### src/rtl/ram_arbiter_pkg.sv
// ----------------------------------------------------------------------------
// ram_arb_pkg
//   Shared encodings for the fetch/data RAM arbiter.
//   - state_t : arbiter FSM states (S_IDLE, S_ACCESS, S_RESP)
//   - owner_t : which requester owns the in-flight access (OWN_IF, OWN_D)
//   - AW_DEF / DW_DEF : default address and data widths
// ----------------------------------------------------------------------------
package ram_arb_pkg;

   localparam int AW_DEF = 64;
   localparam int DW_DEF = 64;

   typedef enum logic [1:0] {
      S_IDLE   = 2'd0,
      S_ACCESS = 2'd1,
      S_RESP   = 2'd2
   } state_t;

   // Encoding doubles as the bit index into the {d, if} grant vector.
   typedef enum logic {
      OWN_IF = 1'b0,
      OWN_D  = 1'b1
   } owner_t;

endpackage

### src/rtl/ram_arbiter_if.sv
// ----------------------------------------------------------------------------
// ram_arbiter_if
//   Bundles the fetch port, the data (load/store) port and the RAM pins.
//   modport slave  : the arbiter view (takes requests, drives grants,
//                    responses and the RAM address/write pins)
//   modport master : the environment view (requesters plus RAM instance)
//   Fetch : if_req, if_addr -> if_gnt, if_rvalid, if_rdata, if_err
//   Data  : d_req, d_we, d_addr, d_wdata -> d_gnt, d_rvalid, d_rdata, d_err
//   RAM   : ram_rw, ram_addr, ram_write -> ram_read, ram_exception
// ----------------------------------------------------------------------------
interface ram_arbiter_if
   import ram_arb_pkg::*;
#(
   parameter int AW = AW_DEF,
   parameter int DW = DW_DEF
);

   logic          if_req;
   logic [AW-1:0] if_addr;
   logic          if_gnt;
   logic          if_rvalid;
   logic [DW-1:0] if_rdata;
   logic          if_err;

   logic          d_req;
   logic          d_we;
   logic [AW-1:0] d_addr;
   logic [DW-1:0] d_wdata;
   logic          d_gnt;
   logic          d_rvalid;
   logic [DW-1:0] d_rdata;
   logic          d_err;

   logic          ram_rw;
   logic [AW-1:0] ram_addr;
   logic [DW-1:0] ram_write;
   logic [DW-1:0] ram_read;
   logic          ram_exception;

   modport slave (
      input  if_req, if_addr,
      output if_gnt, if_rvalid, if_rdata, if_err,
      input  d_req, d_we, d_addr, d_wdata,
      output d_gnt, d_rvalid, d_rdata, d_err,
      output ram_rw, ram_addr, ram_write,
      input  ram_read, ram_exception
   );

   modport master (
      output if_req, if_addr,
      input  if_gnt, if_rvalid, if_rdata, if_err,
      output d_req, d_we, d_addr, d_wdata,
      input  d_gnt, d_rvalid, d_rdata, d_err,
      input  ram_rw, ram_addr, ram_write,
      output ram_read, ram_exception
   );

endinterface

### src/rtl/ram_arbiter_rr_arb2.sv
// ----------------------------------------------------------------------------
// rr_arb2
//   Two-input arbiter for the RAM arbiter. Combinational grant.
//   Build option RAM_ARB_RR_EN:
//     defined   : round-robin; on a tie the port that did not win last gets
//                 the grant. last owner resets to OWN_D so fetch wins the
//                 first tie.
//     undefined : fixed priority, data (bit 1) over fetch (bit 0); no state.
//   Ports:
//     clk, rst_n : clock, asynchronous active-low reset
//     i_req[1:0] : requests, bit 0 = fetch, bit 1 = data
//     i_en       : grant slot open this cycle
//     o_gnt[1:0] : one-hot (or zero) grant
// ----------------------------------------------------------------------------
module rr_arb2
   import ram_arb_pkg::*;
(
   input  logic       clk,
   input  logic       rst_n,
   input  logic [1:0] i_req,
   input  logic       i_en,
   output logic [1:0] o_gnt
);

   logic [1:0] w_gnt;

`ifdef RAM_ARB_RR_EN
   owner_t r_last;

   always_comb begin
      w_gnt = 2'b00;
      if (i_en) begin
         if (&i_req) w_gnt = (r_last == OWN_D) ? 2'b01 : 2'b10;
         else        w_gnt = i_req;
      end
   end

   always_ff @(posedge clk or negedge rst_n) begin
      if (!rst_n)      r_last <= OWN_D;
      else if (|w_gnt) r_last <= w_gnt[1] ? OWN_D : OWN_IF;
   end
`else
   always_comb begin
      w_gnt = 2'b00;
      if (i_en) w_gnt = i_req[1] ? 2'b10 : {1'b0, i_req[0]};
   end

   // Fixed priority holds no state; clock and reset are intentionally idle.
   logic w_unused;
   assign w_unused = clk ^ rst_n;
`endif

   assign o_gnt = w_gnt;

endmodule

### src/rtl/ram_arbiter.sv
// ----------------------------------------------------------------------------
// ram_arbiter
//   Shares one single-port 64-bit RAM between the instruction-fetch port and
//   the data (load/store) port. One access every two cycles:
//     accept (IDLE/RESP) -> ACCESS (RAM pins driven) -> RESP (rvalid pulse)
//   Build option RAM_ARB_RR_EN selects round-robin tie breaking (see rr_arb2);
//   default is fixed data-over-fetch priority.
//   Ports:
//     clk   : clock, rising edge
//     rst_n : asynchronous active-low reset, synchronous release
//     bus   : ram_arbiter_if.slave (fetch port, data port, RAM pins)
// ----------------------------------------------------------------------------
module ram_arbiter
   import ram_arb_pkg::*;
#(
   parameter int AW = AW_DEF,
   parameter int DW = DW_DEF
)(
   input  logic         clk,
   input  logic         rst_n,
   ram_arbiter_if.slave bus
);

   state_t        r_state;
   owner_t        r_own_p1;
   logic          r_we_p1;
   logic [AW-1:0] r_addr_p1;
   logic [DW-1:0] r_wdata_p1;
   logic [DW-1:0] r_rdata_p2;
   logic          r_err_p2;
   logic          r_if_vld_p2;
   logic          r_d_vld_p2;

   logic          w_slot_open;
   logic [1:0]    w_gnt;

   // Grants are only possible when the RAM is not being accessed.
   assign w_slot_open = (r_state == S_IDLE) || (r_state == S_RESP);

   rr_arb2 u_arb (
      .clk   (clk),
      .rst_n (rst_n),
      .i_req ({bus.d_req, bus.if_req}),
      .i_en  (w_slot_open),
      .o_gnt (w_gnt)
   );

   assign bus.if_gnt = w_gnt[0];
   assign bus.d_gnt  = w_gnt[1];

   // ram_rw depends on the RAM's combinational range check of ram_addr,
   // so an out-of-range store never reaches the array.
   assign bus.ram_rw    = (r_state == S_ACCESS) && r_we_p1 && !bus.ram_exception;
   assign bus.ram_addr  = r_addr_p1;
   assign bus.ram_write = r_wdata_p1;

   assign bus.if_rvalid = r_if_vld_p2;
   assign bus.if_rdata  = r_rdata_p2;
   assign bus.if_err    = r_err_p2;
   assign bus.d_rvalid  = r_d_vld_p2;
   assign bus.d_rdata   = r_rdata_p2;
   assign bus.d_err     = r_err_p2;

   always_ff @(posedge clk or negedge rst_n) begin
      if (!rst_n) begin
         r_state     <= S_IDLE;
         r_own_p1    <= OWN_IF;
         r_we_p1     <= 1'b0;
         r_addr_p1   <= '0;
         r_wdata_p1  <= '0;
         r_rdata_p2  <= '0;
         r_err_p2    <= 1'b0;
         r_if_vld_p2 <= 1'b0;
         r_d_vld_p2  <= 1'b0;
      end else begin
         r_if_vld_p2 <= 1'b0;
         r_d_vld_p2  <= 1'b0;
         case (r_state)
            // Accept stage: latch the winner into the request registers.
            S_IDLE, S_RESP: begin
               if (|w_gnt) begin
                  r_state <= S_ACCESS;
                  if (w_gnt[1]) begin
                     r_own_p1   <= OWN_D;
                     r_we_p1    <= bus.d_we;
                     r_addr_p1  <= bus.d_addr;
                     r_wdata_p1 <= bus.d_wdata;
                  end else begin
                     r_own_p1   <= OWN_IF;
                     r_we_p1    <= 1'b0;
                     r_addr_p1  <= bus.if_addr;
                  end
               end else begin
                  r_state <= S_IDLE;
               end
            end
            // Access stage: sample RAM result for the response stage.
            S_ACCESS: begin
               r_state     <= S_RESP;
               r_rdata_p2  <= (r_we_p1 || bus.ram_exception) ? '0 : bus.ram_read;
               r_err_p2    <= bus.ram_exception;
               r_if_vld_p2 <= (r_own_p1 == OWN_IF);
               r_d_vld_p2  <= (r_own_p1 == OWN_D);
            end
            default: r_state <= S_IDLE;
         endcase
      end
   end

endmodule

### src/flat_wrapper.sv
// flat-port wrapper written by rule: the top's interface ports become plain ports
module ram_arbiter_flat import ram_arb_pkg::*;
#(
   parameter int AW = AW_DEF,
   parameter int DW = DW_DEF
)
  (clk, rst_n, bus_if_req, bus_if_addr, bus_if_gnt, bus_if_rvalid, bus_if_rdata, bus_if_err, bus_d_req, bus_d_we, bus_d_addr, bus_d_wdata, bus_d_gnt, bus_d_rvalid, bus_d_rdata, bus_d_err, bus_ram_rw, bus_ram_addr, bus_ram_write, bus_ram_read, bus_ram_exception);
  ram_arbiter_if #(.AW(AW), .DW(DW)) bus_i ();
  input  logic clk;
  input  logic rst_n;
  input wire logic [$bits(bus_i.if_req)-1:0] bus_if_req;
  input wire logic [$bits(bus_i.if_addr)-1:0] bus_if_addr;
  output wire logic [$bits(bus_i.if_gnt)-1:0] bus_if_gnt;
  output wire logic [$bits(bus_i.if_rvalid)-1:0] bus_if_rvalid;
  output wire logic [$bits(bus_i.if_rdata)-1:0] bus_if_rdata;
  output wire logic [$bits(bus_i.if_err)-1:0] bus_if_err;
  input wire logic [$bits(bus_i.d_req)-1:0] bus_d_req;
  input wire logic [$bits(bus_i.d_we)-1:0] bus_d_we;
  input wire logic [$bits(bus_i.d_addr)-1:0] bus_d_addr;
  input wire logic [$bits(bus_i.d_wdata)-1:0] bus_d_wdata;
  output wire logic [$bits(bus_i.d_gnt)-1:0] bus_d_gnt;
  output wire logic [$bits(bus_i.d_rvalid)-1:0] bus_d_rvalid;
  output wire logic [$bits(bus_i.d_rdata)-1:0] bus_d_rdata;
  output wire logic [$bits(bus_i.d_err)-1:0] bus_d_err;
  output wire logic [$bits(bus_i.ram_rw)-1:0] bus_ram_rw;
  output wire logic [$bits(bus_i.ram_addr)-1:0] bus_ram_addr;
  output wire logic [$bits(bus_i.ram_write)-1:0] bus_ram_write;
  input wire logic [$bits(bus_i.ram_read)-1:0] bus_ram_read;
  input wire logic [$bits(bus_i.ram_exception)-1:0] bus_ram_exception;
  assign bus_i.if_req = bus_if_req;
  assign bus_i.if_addr = bus_if_addr;
  assign bus_if_gnt = bus_i.if_gnt;
  assign bus_if_rvalid = bus_i.if_rvalid;
  assign bus_if_rdata = bus_i.if_rdata;
  assign bus_if_err = bus_i.if_err;
  assign bus_i.d_req = bus_d_req;
  assign bus_i.d_we = bus_d_we;
  assign bus_i.d_addr = bus_d_addr;
  assign bus_i.d_wdata = bus_d_wdata;
  assign bus_d_gnt = bus_i.d_gnt;
  assign bus_d_rvalid = bus_i.d_rvalid;
  assign bus_d_rdata = bus_i.d_rdata;
  assign bus_d_err = bus_i.d_err;
  assign bus_ram_rw = bus_i.ram_rw;
  assign bus_ram_addr = bus_i.ram_addr;
  assign bus_ram_write = bus_i.ram_write;
  assign bus_i.ram_read = bus_ram_read;
  assign bus_i.ram_exception = bus_ram_exception;
  ram_arbiter #(.AW(AW), .DW(DW)) u_core (.clk(clk), .rst_n(rst_n), .bus(bus_i));
endmodule
### config.mk
export PLATFORM = sky130hd
export DESIGN_NAME = ram_arbiter_flat
export DESIGN_NICKNAME = d
export VERILOG_FILES = /design/src/rtl/ram_arbiter_pkg.sv /design/src/rtl/ram_arbiter_if.sv /design/src/rtl/ram_arbiter_rr_arb2.sv /design/src/rtl/ram_arbiter.sv /design/src/flat_wrapper.sv
export SDC_FILE = /design/constraint.sdc
export NUM_CORES = 1
export LEC_CHECK = 0
export CAP_MARGIN = 20
export CORE_AREA = 5 5 198 200
export DETAILED_ROUTE_END_ITERATION = 10
export DIE_AREA = 0 0 203 205
export GPL_ROUTABILITY_DRIVEN = 0
export GPL_TIMING_DRIVEN = 1
export SLEW_MARGIN = 20
export SYNTH_ARGS = -nofsm -noshare
export SYNTH_HDL_FRONTEND = slang
export SYNTH_HIERARCHICAL = 1
export SYNTH_SLANG_ARGS = --single-unit
### constraint.sdc
create_clock -name clk -period 5.4 [get_ports clk]
set_clock_uncertainty 0.15 [all_clocks]
set_input_delay 0.81 -clock clk [delete_from_list [all_inputs] [get_ports clk]]
set_output_delay 0.81 -clock clk [all_outputs]
set_load 0.005 [all_outputs]
==> results.sh <==
export IMPL_status="finished clean"
export IMPL_seq_area_frac_synth=0.585
export IMPL_p_seq_frac=0.369
export IMPL_synth_top_family_by_area="buffers and inverters"
export IMPL_drc=0
export IMPL_slowest_delay_ps=600
export IMPL_dp_cells=1606
export IMPL_numCtsBuffers=17
export IMPL_track_usage=0.149
export IMPL_grt_pass1_wl_mm=48.2
export IMPL_grt_pass1_vias=7845
export IMPL_fp_dieH_um=205
export IMPL_startpoint_type="flip-flop"
export IMPL_avgViaCountPerCell=4.39
export IMPL_wl_per_cell_um=19.6
export IMPL_synth_area_um2=8510
export IMPL_period_needed_ps=3240
export IMPL_drv_slew=0
export IMPL_dp_hpwl_mm=24.1
export IMPL_swShare=0.303
export IMPL_core_area_um2=37200
export IMPL_endpoint_kind="output pin"
export IMPL_cts_tree="done"
export IMPL_num_nets_final=1413
export IMPL_dr_total_vias=7199
export IMPL_clockBufferDepth=2
export IMPL_drtAntennaViolNets=0
export IMPL_slowest_stage="clkdlybuf4s50_1"
export IMPL_clk_pin_slew_ps=80
export IMPL_port_buffers=524
export IMPL_worstPathMaxFanout=68
export IMPL_wirelength_mm=32.1
export IMPL_stdcell_count=1638
export IMPL_worstMarginPinSlew_ps=931
export IMPL_syn_avg_cell_area_um2=11.9
export IMPL_crit_chain="nand2b_2 -> buf_4 -> nor3b_1 -> clkdlybuf4s50_1"
export IMPL_power_density_nw_per_um2=473
export IMPL_synthXorXnorAreaFrac=0
export IMPL_synth_warnings=6
export IMPL_max_freq_mhz=309
export IMPL_vdd_ir_drop_max_v=0.000224
export IMPL_hold_class="in -> async"
export IMPL_post_route_period_util=0.600
export IMPL_drt_initial_drc_count=525
export IMPL_yosys_area_share_simple=0.0362
export IMPL_ys_ff_latch=199
export IMPL_worstSkewPairLatency_ps=440
export IMPL_synthAdderAreaFrac=0
export IMPL_grt_max_degree=131
export IMPL_power_internal_mw=4.71
export IMPL_rows=71
export IMPL_critPathArrivalTime_ps=2280
export IMPL_area_growth_pct=67.8
export IMPL_start_util=0.229
export IMPL_grt_ovfl_total=0
export IMPL_setup_tns_ps=0
export IMPL_die_w_um=203
export IMPL_synth_compound_area_frac=0.145
export IMPL_cts_root_buf="clkbuf_16"
export IMPL_drive_above_1_share=0.0679
export IMPL_cp_required_ps=4440
export IMPL_power_leakage_nw=6.30
export IMPL_postCtsSetupBuffers=0
export IMPL_synth_mux_area_frac=0.0860
export IMPL_die_area_um2=41600
export IMPL_ios=525
export IMPL_setup_viol=0
export IMPL_rsz0062_at_grt="false"
export IMPL_p_comb_frac=0.439
export IMPL_cts_hold_buf=0
export IMPL_drv_cap=0
export IMPL_power_switching_mw=2.05
export IMPL_dr_pass1_iters=7
export IMPL_antenna_found_initial=0
export IMPL_crit_type="reg -> out"
export IMPL_antenna_cells=0
export IMPL_hold_viol_final=0
export IMPL_synth_fp_nets=978
export IMPL_cts_sinks=199
export IMPL_p_clk_frac=0.192
export IMPL_cts_htree_levels=4
export IMPL_synthCells=716
export IMPL_maxSlewHeadroom=0.378
export IMPL_ys_types=21
export IMPL_postCtsResizedCells=0
logic make-up (layout without fill, tap and decap cells):
logic type | Yosys count | in the layout
simple gates | 74 | 74
buf+inv | 247 | 695
mux | 65 | 65
flops | 199 | 199
compound gates | 131 | 131
routing by layer:
metal,share of wire,vias up,GRT usage
li1,-,3267,-
met2,0.50,379,0.253
met4,0.015,0,0.0381
met5,0,-,0
met3,0.10,25,0.0617
met1,0.39,3528,0.177
state kept, by name (all words and copies together) (netlist names):
signal                cells
u_core/bus.d_rdata       64
u_core/bus.ram_write     64
u_core/r_own_p1           1
u_core/r_we_p1            1
u_core/bus.d_rvalid       1
u_core/r_state            2
u_core/bus.d_err          1
u_core/bus.if_rvalid      1
u_core/bus.ram_addr      64
placed cells by master, fill, tap and decap left out, types with 6 or more instances in the layout:
cell type,instances
a222oi_1,64
a22o_1,65
buf_4,6
clkbuf_16,17
clkdlybuf4s50_1,523
dfrtp_1,198
inv_1,130
mux2_1,35
mux2_2,30
nor2_1,65
power by group through the flow:
stage,registers [mW],clock network [mW],logic [mW]
floorplan,2.50,0,1.13
global placement,2.51,0,3.00
detailed placement,2.53,0,3.02
CTS,2.51,1.36,3.04
global route,2.58,1.41,3.19
finish,2.49,1.30,2.97
synthesized netlist by cell type, drive strengths merged:
library cell  count  area share
nand2b            2      0.0015
inv             131       0.058
nor3b             1     0.00088
a21o              1     0.00088
buf              96       0.081
clkbuf           20      0.0088
a22o             65       0.067
a222oi           64       0.075
nor4b             1      0.0010
dfrtp           199        0.59
o21bai            1      0.0022
nor2b             2      0.0015
and2              2      0.0016
mux2             65       0.086
and3b             1      0.0010
nor2             65       0.029
layout make-up:
cell class | count | area, um2
tap | 474 | 593
clock inverter | 12 | 116
sequential | 199 | 4980
clock buffer | 20 | 467
multi-input combinational | 270 | 2300
fill | 3640 | 22900
timing repair buffer | 532 | 5330
inverter | 131 | 492
critical path: cells and delay by family, from the launching register on:
family | cells | cell delay [ps]
buf+inv | 2 | 940
flops | 1 | 420
simple gates | 2 | 480
metrics by stage:
step	hold slack [ps]	utilization	total power [mW]	worst slack (ps)	cell area, um2
floorplan	268	-	3.62	3220	8510
global placement	300	0.368	5.50	2030	13700
detailed placement	307	0.368	5.55	1990	13700
CTS	207	0.384	6.90	2040	14300
global route	230	0.384	7.18	1990	14300
finish	208	0.384	6.76	2160	14300
final timing paths:
| path | from | slack [ps] | cells after the start | end |
|---|---|---|---|---|
| max | u_core/r_state[1] | 2160 | 4 | bus_ram_rw |
| min | rst_n | 210 | 1 | u_core/bus.ram_write[39] |
| max reg2reg | u_core/r_state[0] | 2760 | 4 | u_core/bus.ram_addr[22] |
| min reg2reg | u_core/r_own_p1 | 330 | 1 | u_core/bus.if_rvalid |
| max in group asynchronous | rst_n | 3810 | 2 | u_core/bus.d_rdata[18] |
| min in group clk | u_core/r_own_p1 | 330 | 1 | u_core/bus.if_rvalid |
Power figures use the tool's default switching activity.
